[src/rtl/video_timing_generator.sv]
// Raster timing generator for the VGA output path.
// Counts pixels/lines on a pixel-clock enable and produces registered sync,
// blanking, active-area coordinates and line/frame start strobes.
// Optional feature: define VIDEO_TIMING_PIXEL_INDEX_EN to add the pixel_o
// linear active-pixel index output.
module video_timing_generator #(
    parameter int unsigned H_ACTIVE  = 640,
    parameter int unsigned H_FRONT   = 16,
    parameter int unsigned H_SYNC    = 96,
    parameter int unsigned H_BACK    = 48,
    parameter int unsigned V_ACTIVE  = 400,
    parameter int unsigned V_FRONT   = 12,
    parameter int unsigned V_SYNC    = 2,
    parameter int unsigned V_BACK    = 35,
    parameter bit          HSYNC_POL = 1'b0,
    parameter bit          VSYNC_POL = 1'b1,
    localparam int unsigned XW = (H_ACTIVE > 1) ? $clog2(H_ACTIVE) : 1,
    localparam int unsigned YW = (V_ACTIVE > 1) ? $clog2(V_ACTIVE) : 1,
    localparam int unsigned PW = (H_ACTIVE * V_ACTIVE > 1) ? $clog2(H_ACTIVE * V_ACTIVE) : 1
) (
    input  logic          clk_i,
    input  logic          reset_i,
    input  logic          pix_en_i,
    output logic          hsync_o,
    output logic          vsync_o,
    output logic          video_en_o,
    output logic          hblank_o,
    output logic          vblank_o,
    output logic [XW-1:0] x_o,
    output logic [YW-1:0] y_o,
    output logic          line_start_o,
`ifdef VIDEO_TIMING_PIXEL_INDEX_EN
    output logic [PW-1:0] pixel_o,
`endif
    output logic          frame_start_o
);

    localparam int unsigned H_TOTAL = H_ACTIVE + H_FRONT + H_SYNC + H_BACK;
    localparam int unsigned V_TOTAL = V_ACTIVE + V_FRONT + V_SYNC + V_BACK;
    localparam int unsigned HW = $clog2(H_TOTAL);
    localparam int unsigned VW = $clog2(V_TOTAL);

    // Boundary constants sized to the counters; back porch >= 1 keeps them in range.
    localparam logic [HW-1:0] HLast   = HW'(H_TOTAL - 1);
    localparam logic [HW-1:0] HActEnd = HW'(H_ACTIVE);
    localparam logic [HW-1:0] HSyncLo = HW'(H_ACTIVE + H_FRONT);
    localparam logic [HW-1:0] HSyncHi = HW'(H_ACTIVE + H_FRONT + H_SYNC);
    localparam logic [VW-1:0] VLast   = VW'(V_TOTAL - 1);
    localparam logic [VW-1:0] VActEnd = VW'(V_ACTIVE);
    localparam logic [VW-1:0] VSyncLo = VW'(V_ACTIVE + V_FRONT);
    localparam logic [VW-1:0] VSyncHi = VW'(V_ACTIVE + V_FRONT + V_SYNC);

    logic [HW-1:0] h_q, h_d;
    logic [VW-1:0] v_q, v_d;
    logic          hsync_q, hsync_d;
    logic          vsync_q, vsync_d;
    logic          hblank_q, hblank_d;
    logic          vblank_q, vblank_d;
    logic          video_en_q, video_en_d;
    logic [XW-1:0] x_q, x_d;
    logic [YW-1:0] y_q, y_d;
    logic          line_start_q, line_start_d;
    logic          frame_start_q, frame_start_d;

    // Next raster position and the output decode of that position.
    always_comb begin
        h_d = h_q;
        v_d = v_q;
        if (pix_en_i) begin
            if (h_q == HLast) begin
                h_d = '0;
                v_d = (v_q == VLast) ? '0 : v_q + VW'(1);
            end else begin
                h_d = h_q + HW'(1);
            end
        end

        hblank_d      = (h_d >= HActEnd);
        vblank_d      = (v_d >= VActEnd);
        video_en_d    = !hblank_d && !vblank_d;
        hsync_d       = ((h_d >= HSyncLo) && (h_d < HSyncHi)) ? HSYNC_POL : ~HSYNC_POL;
        vsync_d       = ((v_d >= VSyncLo) && (v_d < VSyncHi)) ? VSYNC_POL : ~VSYNC_POL;
        x_d           = video_en_d ? XW'(h_d) : '0;
        y_d           = video_en_d ? YW'(v_d) : '0;
        // Strobes only fire on an advancing cycle, so they last one clk.
        line_start_d  = pix_en_i && (h_d == '0);
        frame_start_d = pix_en_i && (h_d == '0) && (v_d == '0);
    end

    // Counters and registered outputs; levels only move on enabled cycles.
    always_ff @(posedge clk_i or posedge reset_i) begin
        if (reset_i) begin
            h_q           <= HLast;
            v_q           <= VLast;
            hsync_q       <= ~HSYNC_POL;
            vsync_q       <= ~VSYNC_POL;
            hblank_q      <= 1'b1;
            vblank_q      <= 1'b1;
            video_en_q    <= 1'b0;
            x_q           <= '0;
            y_q           <= '0;
            line_start_q  <= 1'b0;
            frame_start_q <= 1'b0;
        end else begin
            h_q           <= h_d;
            v_q           <= v_d;
            line_start_q  <= line_start_d;
            frame_start_q <= frame_start_d;
            if (pix_en_i) begin
                hsync_q    <= hsync_d;
                vsync_q    <= vsync_d;
                hblank_q   <= hblank_d;
                vblank_q   <= vblank_d;
                video_en_q <= video_en_d;
                x_q        <= x_d;
                y_q        <= y_d;
            end
        end
    end

    assign hsync_o       = hsync_q;
    assign vsync_o       = vsync_q;
    assign hblank_o      = hblank_q;
    assign vblank_o      = vblank_q;
    assign video_en_o    = video_en_q;
    assign x_o           = x_q;
    assign y_o           = y_q;
    assign line_start_o  = line_start_q;
    assign frame_start_o = frame_start_q;

`ifdef VIDEO_TIMING_PIXEL_INDEX_EN
    logic [PW-1:0] pix_cnt_q;
    logic [PW-1:0] pixel_q;

    // Running count of active pixels; restarts at the first pixel of a frame.
    always_ff @(posedge clk_i or posedge reset_i) begin
        if (reset_i) begin
            pix_cnt_q <= '0;
            pixel_q   <= '0;
        end else if (pix_en_i) begin
            if (frame_start_d) begin
                pixel_q   <= '0;
                pix_cnt_q <= PW'(1);
            end else if (video_en_d) begin
                pixel_q   <= pix_cnt_q;
                pix_cnt_q <= pix_cnt_q + PW'(1);
            end else begin
                pixel_q   <= '0;
            end
        end
    end

    assign pixel_o = pixel_q;
`endif

endmodule

[config.mk]
export PLATFORM = sky130hd
export DESIGN_NAME = video_timing_generator
export DESIGN_NICKNAME = d
export VERILOG_FILES = /design/src/rtl/video_timing_generator.sv
export SDC_FILE = /design/constraint.sdc
export NUM_CORES = 1
export LEC_CHECK = 0
export CELL_PAD_IN_SITES_DETAIL_PLACEMENT = 0
export CELL_PAD_IN_SITES_GLOBAL_PLACEMENT = 2
export CORE_MARGIN = 5
export CORE_UTILIZATION = 31
export DETAILED_ROUTE_END_ITERATION = 12
export GPL_ROUTABILITY_DRIVEN = 0
export PLACE_DENSITY = 0.72
export RECOVER_POWER = 50
export SYNTH_ARGS = -nofsm -noshare
export SYNTH_HDL_FRONTEND = slang
export SYNTH_SLANG_ARGS = --single-unit
[constraint.sdc]
create_clock -name clk_i -period 3.5 [get_ports clk_i]
set_input_delay 0.7 -clock clk_i [delete_from_list [all_inputs] [get_ports clk_i]]
set_output_delay 0.7 -clock clk_i [all_outputs]
set_load 0.05 [all_outputs]
==> metrics.txt <==
share of the synthesized area in the top cell type 0.325; Clk Tree Root Cell clkbuf_8; global routing usage on met3 0.0231; worst skew pair latency 300 ps; cts bufs inserted 5; GRT met1 Usage 0.206; ANT nets after route 0; ratio of cells with drive above 1 in the final layout 0.174; Worst Max-Slew Pin Slew 1770 ps; largest net degree at the start of global routing 46; Vias 2,016; fin worst setup slack 414 ps; NumNets Final 286; DIE WIDTH 99.2 um; Tmin final 3090 ps; run status finished with violations; number of global-route vias before repair about 2,100; Max Cap Viol 1; Syn Nets about 250; die area 0.00983 mm^2; synth top area cells dfrtp_1 32%, dfstp_2 14%, o2bb2ai_1 5.7%, nand3_1 4.3%, nand2_1 3.0%; CTS sink count 45; Top FF cell, synth dfrtp_1; combinational share of power 0.423; Netlist Area Pre-Place 0.00246 mm^2; Max Root-Sink Buffers 2; VDD IR max 0.000388 V; top cell type by total area after synthesis dfrtp_1; Netlist cell types 56; CTS resizes 0; Req. time, crit path 3690 ps; Die H about 100 um; Power Internal 0.00107 W; layer with the highest usage met2; IO buf count 28; Synth-to-Final Area Change 20.2%; Initial DRT Pass Iterations 4; Cells after Synth 248; post-route cell area 0.00296 mm^2; fmax 324 MHz; Post-synth EDFFs 0; Routed Wire Length 6680 um; CTS tree yes; flops & latches, synth 45; IO Pins 29; first-pass GRT wire length 11,000 um; relative max-transition margin -0.180; Syn Area/Cell 9.94 um^2; ys async rst share 1.00; DR vias/cell 5.26; worst hold slack 492 ps; GR Overflow Total 0; switching power 0.000793 W; Hold Violations, Final 0; crit start category register; post-DP HPWL 4690 um; Core Area 0.00773 mm^2; Worst Skew just under 7 ps; M2 GR Usage 0.206; CP endpoint kind register; Hold Crit Class reg2reg; setup_tns 0 ps; CP arrival 3280 ps; post-synthesis sequential area ratio 0.463; Setup Viol. Count Final 0; worst slack, placed around 200 ps; violated checks capacitance limit, slew limit; pwr/cell area 628 mW/mm^2; final design utilization 0.383; crit path kind reg2reg; Residual DRC 0; ant diodes 0; initial antenna violation count 0; drt wl/cell 17.4 um; # rows 32; Post-DP Area 0.00288 mm^2; YS warnings 0; initial core utilization 0.319; clock share of power 0.180; post-CTS setup buffer count 0; crit-path max FO 10; RSZ-0062 raised after global routing no; Leak ~1.2 nW; Slew Limit Fails 46; # hold bufs at CTS 0; GRT Util Overall 0.138; Clock Pin Slew Worst Setup and Hold Paths approximately 90 ps; Sw Ratio 0.427; H-Tree Level Count 2; part of the power in registers 0.397; initial DRC count 116; Final period util 0.882
metal layers:
layer  wire length, um  part of all wire
met3               195             0.029
met4                70             0.010
met2              2880              0.43
met1              3530              0.53
met5                 0                 0
worst paths after layout:
kind,startpoint,slack (ps),endpoint,cells after the start
setup reg to reg,h_q[0],410,y_o[1],8
hold reg to reg,y_o[1],490,y_o[1],1
hold / removal,y_o[1],490,y_o[1],1
max in group asynchronous,reset_i,1070,h_q[6],2
setup / recovery,h_q[0],410,y_o[1],8
min in group asynchronous,reset_i,1400,video_en_o,2
logic make-up (layout without fill, tap and decap cells):
family / Yosys count / count (layout) / synth area share
adders and majority gates: 3 / 3 / 0.0152
AOI/OAI and AO/OA: 62 / 62 / 0.203
DFF: 45 / 45 / 0.463
muxes: 3 / 3 / 0.0132
buffers and inverters: 29 / 62 / 0.0574
xor gates and xnor gates: 11 / 11 / 0.0391
and+or+nand+nor: 95 / 95 / 0.209
critical path, stage by stage, from the launching register on:
cell and delay, ps:
dfstp_1 670, ha_1 270, nand4_1 230, or4_4 530, or3_1 380, o21ai_2 100
o31a_1 450, buf_4 250, o2bb2ai_1 80
per-stage QoR:
| step | cells | total power (W) |
|---|---|---|
| floorplan | 248 | 0.00129 |
| finish | 383 | 0.00186 |
| global placement | 375 | 0.00155 |
| detailed placement | 375 | 0.00154 |
| CTS | 383 | 0.00188 |
| global route | 383 | 0.00197 |
cells in the final DEF, fill, tap and decap left out, types with 4 or more instances in the layout:
master / count
clkbuf_8: 5
a21oi_1: 6
nand2_1: 20
nand4_1: 4
o2bb2ai_1: 16
o31ai_1: 4
inv_1: 9
buf_4: 12
dlygate4sd3_1: 8
nand3_1: 21
clkdlybuf4s50_1: 20
xnor2_1: 8
dfstp_2: 12
a211oi_1: 4
dfrtp_1: 32
nor4_1: 4
o21ai_0: 7
nor2_1: 10
or3_1: 5
nand2b_1: 4
nor3_1: 9
flip-flops by register name, summed over array words and instances, names as in the netlist:
signal	flops
hblank_o	1
v_q	9
y_o	9
video_en_o	1
line_start_o	1
x_o	10
vsync_o	1
vblank_o	1
frame_start_o	1
h_q	10
hsync_o	1
cell usage after synthesis, drive strengths merged (4+ instances only):
cell type,count
dfrtp,32
nand2,21
nand3,21
o2bb2ai,16
dfstp,13
inv,12
o21ai,11
nor2,10
buf,9
nor3,9
clkbuf,8
xnor2,8
a21oi,7
or3,6
o41ai,5
a211oi,4
nand2b,4
nand4,4
nor4,4
o31ai,4
area by class of cell:
type                            count  area, um^2
Clock buffer                        6        72.6
Clock inverter                      2        15.0
Fill cell                         787        4770
Inverter                           12        45.0
Multi-Input combinational cell    174        1180
Sequential cell                    45        1140
Tap cell                          102         128
Timing Repair Buffer               42         378
power by group through the flow:
stage          clock network (W)  logic, W  registers [W]
2_1_floorplan                  0  0.000355       0.000936
3_3_place_gp                   0  0.000798       0.000747
3_5_place_dp                   0  0.000794       0.000743
4_1_cts                 0.000346  0.000797       0.000737
5_1_grt                 0.000369  0.000847       0.000751
6_report                0.000335  0.000787       0.000738
(Power assumes the default switching activity.)
==> patch 1, RTL diff (config.mk and constraints unchanged) <==
The parameter `V_BACK` goes from 35 to 70.
--- a/src/rtl/video_timing_generator.sv
+++ b/src/rtl/video_timing_generator.sv
@@ -11,7 +11,7 @@
     parameter int unsigned V_ACTIVE  = 400,
     parameter int unsigned V_FRONT   = 12,
     parameter int unsigned V_SYNC    = 2,
-    parameter int unsigned V_BACK    = 35,
+    parameter int unsigned V_BACK    = 70,
     parameter bit          HSYNC_POL = 1'b0,
     parameter bit          VSYNC_POL = 1'b1,
     localparam int unsigned XW = (H_ACTIVE > 1) ? $clog2(H_ACTIVE) : 1,
Function: same outputs for any inputs over 10 cycles, from zero or initial values and one cycle with reset_i high; that may be too few to reach the edited logic, so the function may still have changed.
==> patch 1 against the unedited design <==
The run still ends with max-capacitance violations, max-slew violations left. Final area fell by 0.25%. Non-clock buffer count is 8 lower. Sequential cell count unchanged. Synthesized cell count up 10%. Count of clock-buffer cells in the layout fell by 1. Power decreased by 20%. Fmax rose by 5.1%. Routed wire length down 4.2%. Area after synthesis rose by 2.7%. Worst hold slack got worse by 0.0050 ns. Worst setup slack better by 0.15 ns. Critical path type unchanged. Largest power group is now registers.
==> patch 1: results (changes against the unedited design) <==
number of clock buffers in the layout 5 (-1); highest fanout seen on the critical path 12 (+2); total half-perimeter wirelength after legalization and detailed placement 4500 microns (-4.0%); syn_nets 278 (+9.4%); power spent charging and discharging nets 583 uW (-27%); Seq/Total Area, Yosys 45.3% (-1.1 points); pin count of the biggest net entering global routing 53 (+15%); detailed-routing iteration count for the pre-antenna-repair pass 4 (unchanged); final-layout clock-cell area share 3.05% (+0.092 points); Seq group 714 uW (-3.3%); average wire per cell in the routed design 15.9 microns (-8.7%); antenna cell count 0 (unchanged); antenna violations before repair 0 (unchanged); area of placed instances 2880 sq um (about the same); fraction of standard cell area in multi-input logic 39.1% (-0.83 points); Clk Latency, worst-skew pair 0.29 ns; count of buffers from port buffering 28 (unchanged); transition at the pin with the smallest max-transition slack 1.78 ns (+0.0130 ns); clock tree root buffer cell sky130_fd_sc_hd__clkbuf_8; total number of clock tree sinks 45 (unchanged); relative area of non-clock buffer cells in the final design 10.6% (-2.2 points); Final Net Count 301 (+5.2%); clock tree buffer depth 2 (unchanged); Synth area leaders sky130_fd_sc_hd__dfrtp_1 (29%), sky130_fd_sc_hd__dfstp_2 (17%), sky130_fd_sc_hd__o22ai_1 (5.4%); routed vias/inst 5.16 (-1.9%); delay of the slowest cell on the worst path 0.63 ns (-0.04 ns); cell with the largest stage delay on the worst path sky130_fd_sc_hd__or4_4; kind of cell adding the most delay to the critical path simple AND/OR/NAND/NOR gates; reported max-cap violation count 1 (unchanged); critical path arrival 3.10 ns (-0.18 ns); number of non-clock inverters in the layout 32 (+20); violated checks max-capacitance violations, max-slew violations; static leakage 0.00117 uW (-0.37%); clock transition at the registers of the reported paths 0.10 ns; iteration-0 DRC count of the detailed router 126 (+8.6%); number of global-route vias before repair 2094 (+1.5%); flip-flop cell with the highest count after synthesis sky130_fd_sc_hd__dfrtp_1; fraction of area in registers 38.8% (+0.23 points); power consumed by the clock network 341 uW (+2%); setup slack after placement 0.514 ns (+0.319 ns); wire length of the first global-routing pass 10800 microns (-2.0%); number of pins exceeding their max-slew limit in the final report 46 (unchanged); yosys synthesis warning count 0 (unchanged); fillcell total 858 (+9.0%); worst setup skew after layout 0.00804 ns (+0.00120 ns); cell types with the highest counts after synthesis sky130_fd_sc_hd__inv_1 (31), sky130_fd_sc_hd__dfrtp_1 (29), sky130_fd_sc_hd__nand3_1 (23), sky130_fd_sc_hd__nand2_1 (22), sky130_fd_sc_hd__o22ai_1 (22); setup bufs post-CTS 0 (unchanged); layout cell share with drive strength beyond 1 12.8% (-4.6 points); count of multi-input gates 178 (+2.3%); class of the tightest hold or removal check reg2reg; Signal buffers 34 (-19%); run status complete, but fails checks; number of different library cells in the post-synthesis netlist 59 (+5.4%); GRT Util Overall 13.3% (-0.57 points); maximum level of the CTS H-tree 2 (unchanged); storage element area 1150 sq um (+0.33%); Max IR drop VDD 342 uV (-12%)
==> patch 1: cell count changes in the layout (fill, tap and decap cells not counted), sizes merged, moves of 3 or more <==
cell / before / now
nor3: 9 / 6
and4b: 3 / 0
dlygate4sd3: 8 / 5
a21oi: 7 / 2
buf: 12 / 5
dfstp: 13 / 16
dfrtp: 32 / 29
nand4: 4 / 8
inv: 12 / 33
nor2: 10 / 14
o2bb2ai: 16 / 1
o22ai: 0 / 22
o41ai: 5 / 1
==> patch 1: logic make-up (layout without fill, tap and decap cells) <==
kind of cell	count (synthesis)	in the layout	synth area share, %
adders and majority gates	2	2	0.988
and+or+nand+nor	102	102	22.4
DFF	45	45	45.3
AOI/OAI and AO/OA	61	61	17.7
xor gates and xnor gates	10	10	3.46
buffers and inverters	50	74	8.85
muxes	3	3	1.24
==> patch 1: path summary, 6_finish.rpt <==
path                         start      to  slack [ns]  cells past startpoint
max reg2reg                 h_q[0]  x_o[5]        0.56                      8
min in group asynchronous  reset_i  y_o[6]        1.40                      2
max                         h_q[0]  x_o[5]        0.56                      8
min                         x_o[1]  x_o[1]        0.49                      2
min reg2reg                 x_o[1]  x_o[1]        0.49                      2
max in group asynchronous  reset_i  x_o[7]        1.06                      2
==> patch 1: metrics by stage <==
stage	total power, uW	std cells	hold slack [ns]
2_1_floorplan	1040	273	0.479
3_5_place_dp	1170	394	0.467
4_1_cts	1520	402	0.493
3_3_place_gp	1170	394	0.474
5_1_grt	1570	402	0.507
6_report	1490	402	0.487
==> patch 1: per-layer routing <==
layer	vias to the layer above	track usage [%]	part of all wire [%]
li1	1023	-	-
met1	1000	20.3	51
met2	47	19.1	44
met3	6	2.22	3.4
met4	0	3.52	0.89
met5	-	0	0
==> patch 2, RTL diff (config.mk and constraints unchanged) <==
Without the edit above. Put one more register stage on the output `vsync_o`, without a reset. The value now appears one clock later. The other outputs are not delayed to match.
--- a/src/rtl/video_timing_generator.sv
+++ b/src/rtl/video_timing_generator.sv
@@ -119,7 +119,9 @@
     end
 
     assign hsync_o       = hsync_q;
-    assign vsync_o       = vsync_q;
+    always_ff @(posedge clk_i) begin
+        vsync_o <= vsync_q;
+    end
     assign hblank_o      = hblank_q;
     assign vblank_o      = vblank_q;
     assign video_en_o    = video_en_q;
Function: same outputs for any inputs over 10 cycles, from zero or initial values and one cycle with reset_i high; that may be too few to reach the edited logic, so the function may still have changed.
==> patch 2 against the unedited design <==
The run still ends with max-capacitance violations, max-slew violations left. First-iteration DRC count fell by 24%. Die area rose by 0.73%. Power fell by 0.59%. Final area fell by 1.0%. Worst setup slack got worse by 0.033 ns. Register-to-register slack improved by 0.07 ns. Area after synthesis rose by 0.81%. Cell count fell by 1.3%. Count of clock-buffer cells in the layout did not move. Sequential cell count rose by 1. Critical path depth did not move. Routed wire length fell by 0.18%. Highest routed layer unchanged.
==> patch 2: results (changes against the unedited design) <==
number of different library cells in the post-synthesis netlist 57 (+1.8%); cell with the largest stage delay on the worst path sky130_fd_sc_hd__nor4_1; async set or reset register ratio after synthesis 97.8% (-2.2 points); critical path arrival 3.35 ns (+0.07 ns); share of synthesized cell area in full adder, half adder and majority cells 1.51% (-0.012 points); highest fanout seen on the critical path 30 (+20); run status complete, but fails checks; reported max-cap violation count 1 (unchanged); reg2reg start h_q[6]; syn_nets 255 (+0.39%); routed vias/inst 5.21 (-0.94%); Synth area leaders sky130_fd_sc_hd__dfrtp_1 (32%), sky130_fd_sc_hd__dfstp_2 (14%), sky130_fd_sc_hd__o2bb2ai_1 (5.6%); count of cells along the worst register-to-register path 7 (-1); synthesized-area fraction occupied by ao, oa, aoi and oai cells 20.1% (-0.16 points); Final Net Count 281 (-1.7%); timing startpoint of the critical path pix_en_i; violated checks max-capacitance violations, max-slew violations; iteration-0 DRC count of the detailed router 88 (-24%); delay of the slowest cell on the worst path 0.57 ns (-0.10 ns); Seq/Total Area, Yosys 46.8% (+0.43 points); layout cell share with drive strength beyond 1 15.6% (-1.9 points); power spent charging and discharging nets 789 uW (-0.54%); number of global-route vias before repair 2065 (+0.048%); mux cell area share after synthesis 1.31% (-0.011 points); Max IR drop VDD 453 uV (+17%); number of pins exceeding their max-slew limit in the final report 46 (unchanged); static leakage 0.00114 uW (-2.8%); register-to-register path setup slack 0.48 ns (+0.07 ns); worst setup skew after layout 0.0119 ns (+0.00508 ns); xor/xnor share of the synthesized area 3.88% (-0.031 points); wire length of the first global-routing pass 11200 microns (+1.5%); GRT Util Overall 14.2% (+0.40 points)
[patch 2: cell type report]
| cell class | instances | area (sq um) |
|---|---|---|
| fill | 797 | 4840 |
| clock inverter | 2 | 15.0 |
| multi-input combinational | 174 | 1180 |
| inverter | 12 | 45.0 |
| tap | 102 | 128 |
| clock buffer | 6 | 72.6 |
| sequential | 46 | 1160 |
| timing repair buffer | 36 | 333 |
[patch 2: worst min-delay path by stage]
stage	from	end	slack [ns]	cells after the start
2_1_floorplan	vsync_q	vsync_o	0.35	0
3_3_place_gp	vsync_q	vsync_o	0.36	0
3_5_place_dp	vsync_q	vsync_o	0.37	0
4_1_cts	vsync_q	vsync_o	0.39	0
5_1_grt	vsync_q	vsync_o	0.40	0
6_report	vsync_q	vsync_o	0.39	0
[patch 2: per-layer routing]
layer	wire (microns)	global-route usage [%]	vias to the layer above
li1	-	-	978
met1	3400	21.0	938
met2	2840	20.0	45
met3	281	3.02	10
met4	148	5.88	0
met5	0	0	-
[patch 2: metrics by stage]
step | worst slack [ns] | cells | power, uW | hold WS (ns) | utilization (%)
finish | 0.380 | 378 | 1850 | 0.390 | 37.7
global route | 0.167 | 378 | 1970 | 0.400 | 37.7
CTS | 0.441 | 378 | 1870 | 0.390 | 37.9
floorplan | 0.866 | 249 | 1300 | 0.347 | -
global placement | 0.175 | 370 | 1540 | 0.362 | 36.8
detailed placement | 0.126 | 370 | 1530 | 0.369 | 36.8
[patch 2: power by group through the flow]
stage / Clock (uW) / Sequential (uW) / Combinational (uW)
5_1_grt: 375 / 796 / 801
3_5_place_dp: 0 / 780 / 751
4_1_cts: 345 / 774 / 754
2_1_floorplan: 0 / 947 / 355
6_report: 335 / 774 / 740
3_3_place_gp: 0 / 783 / 754
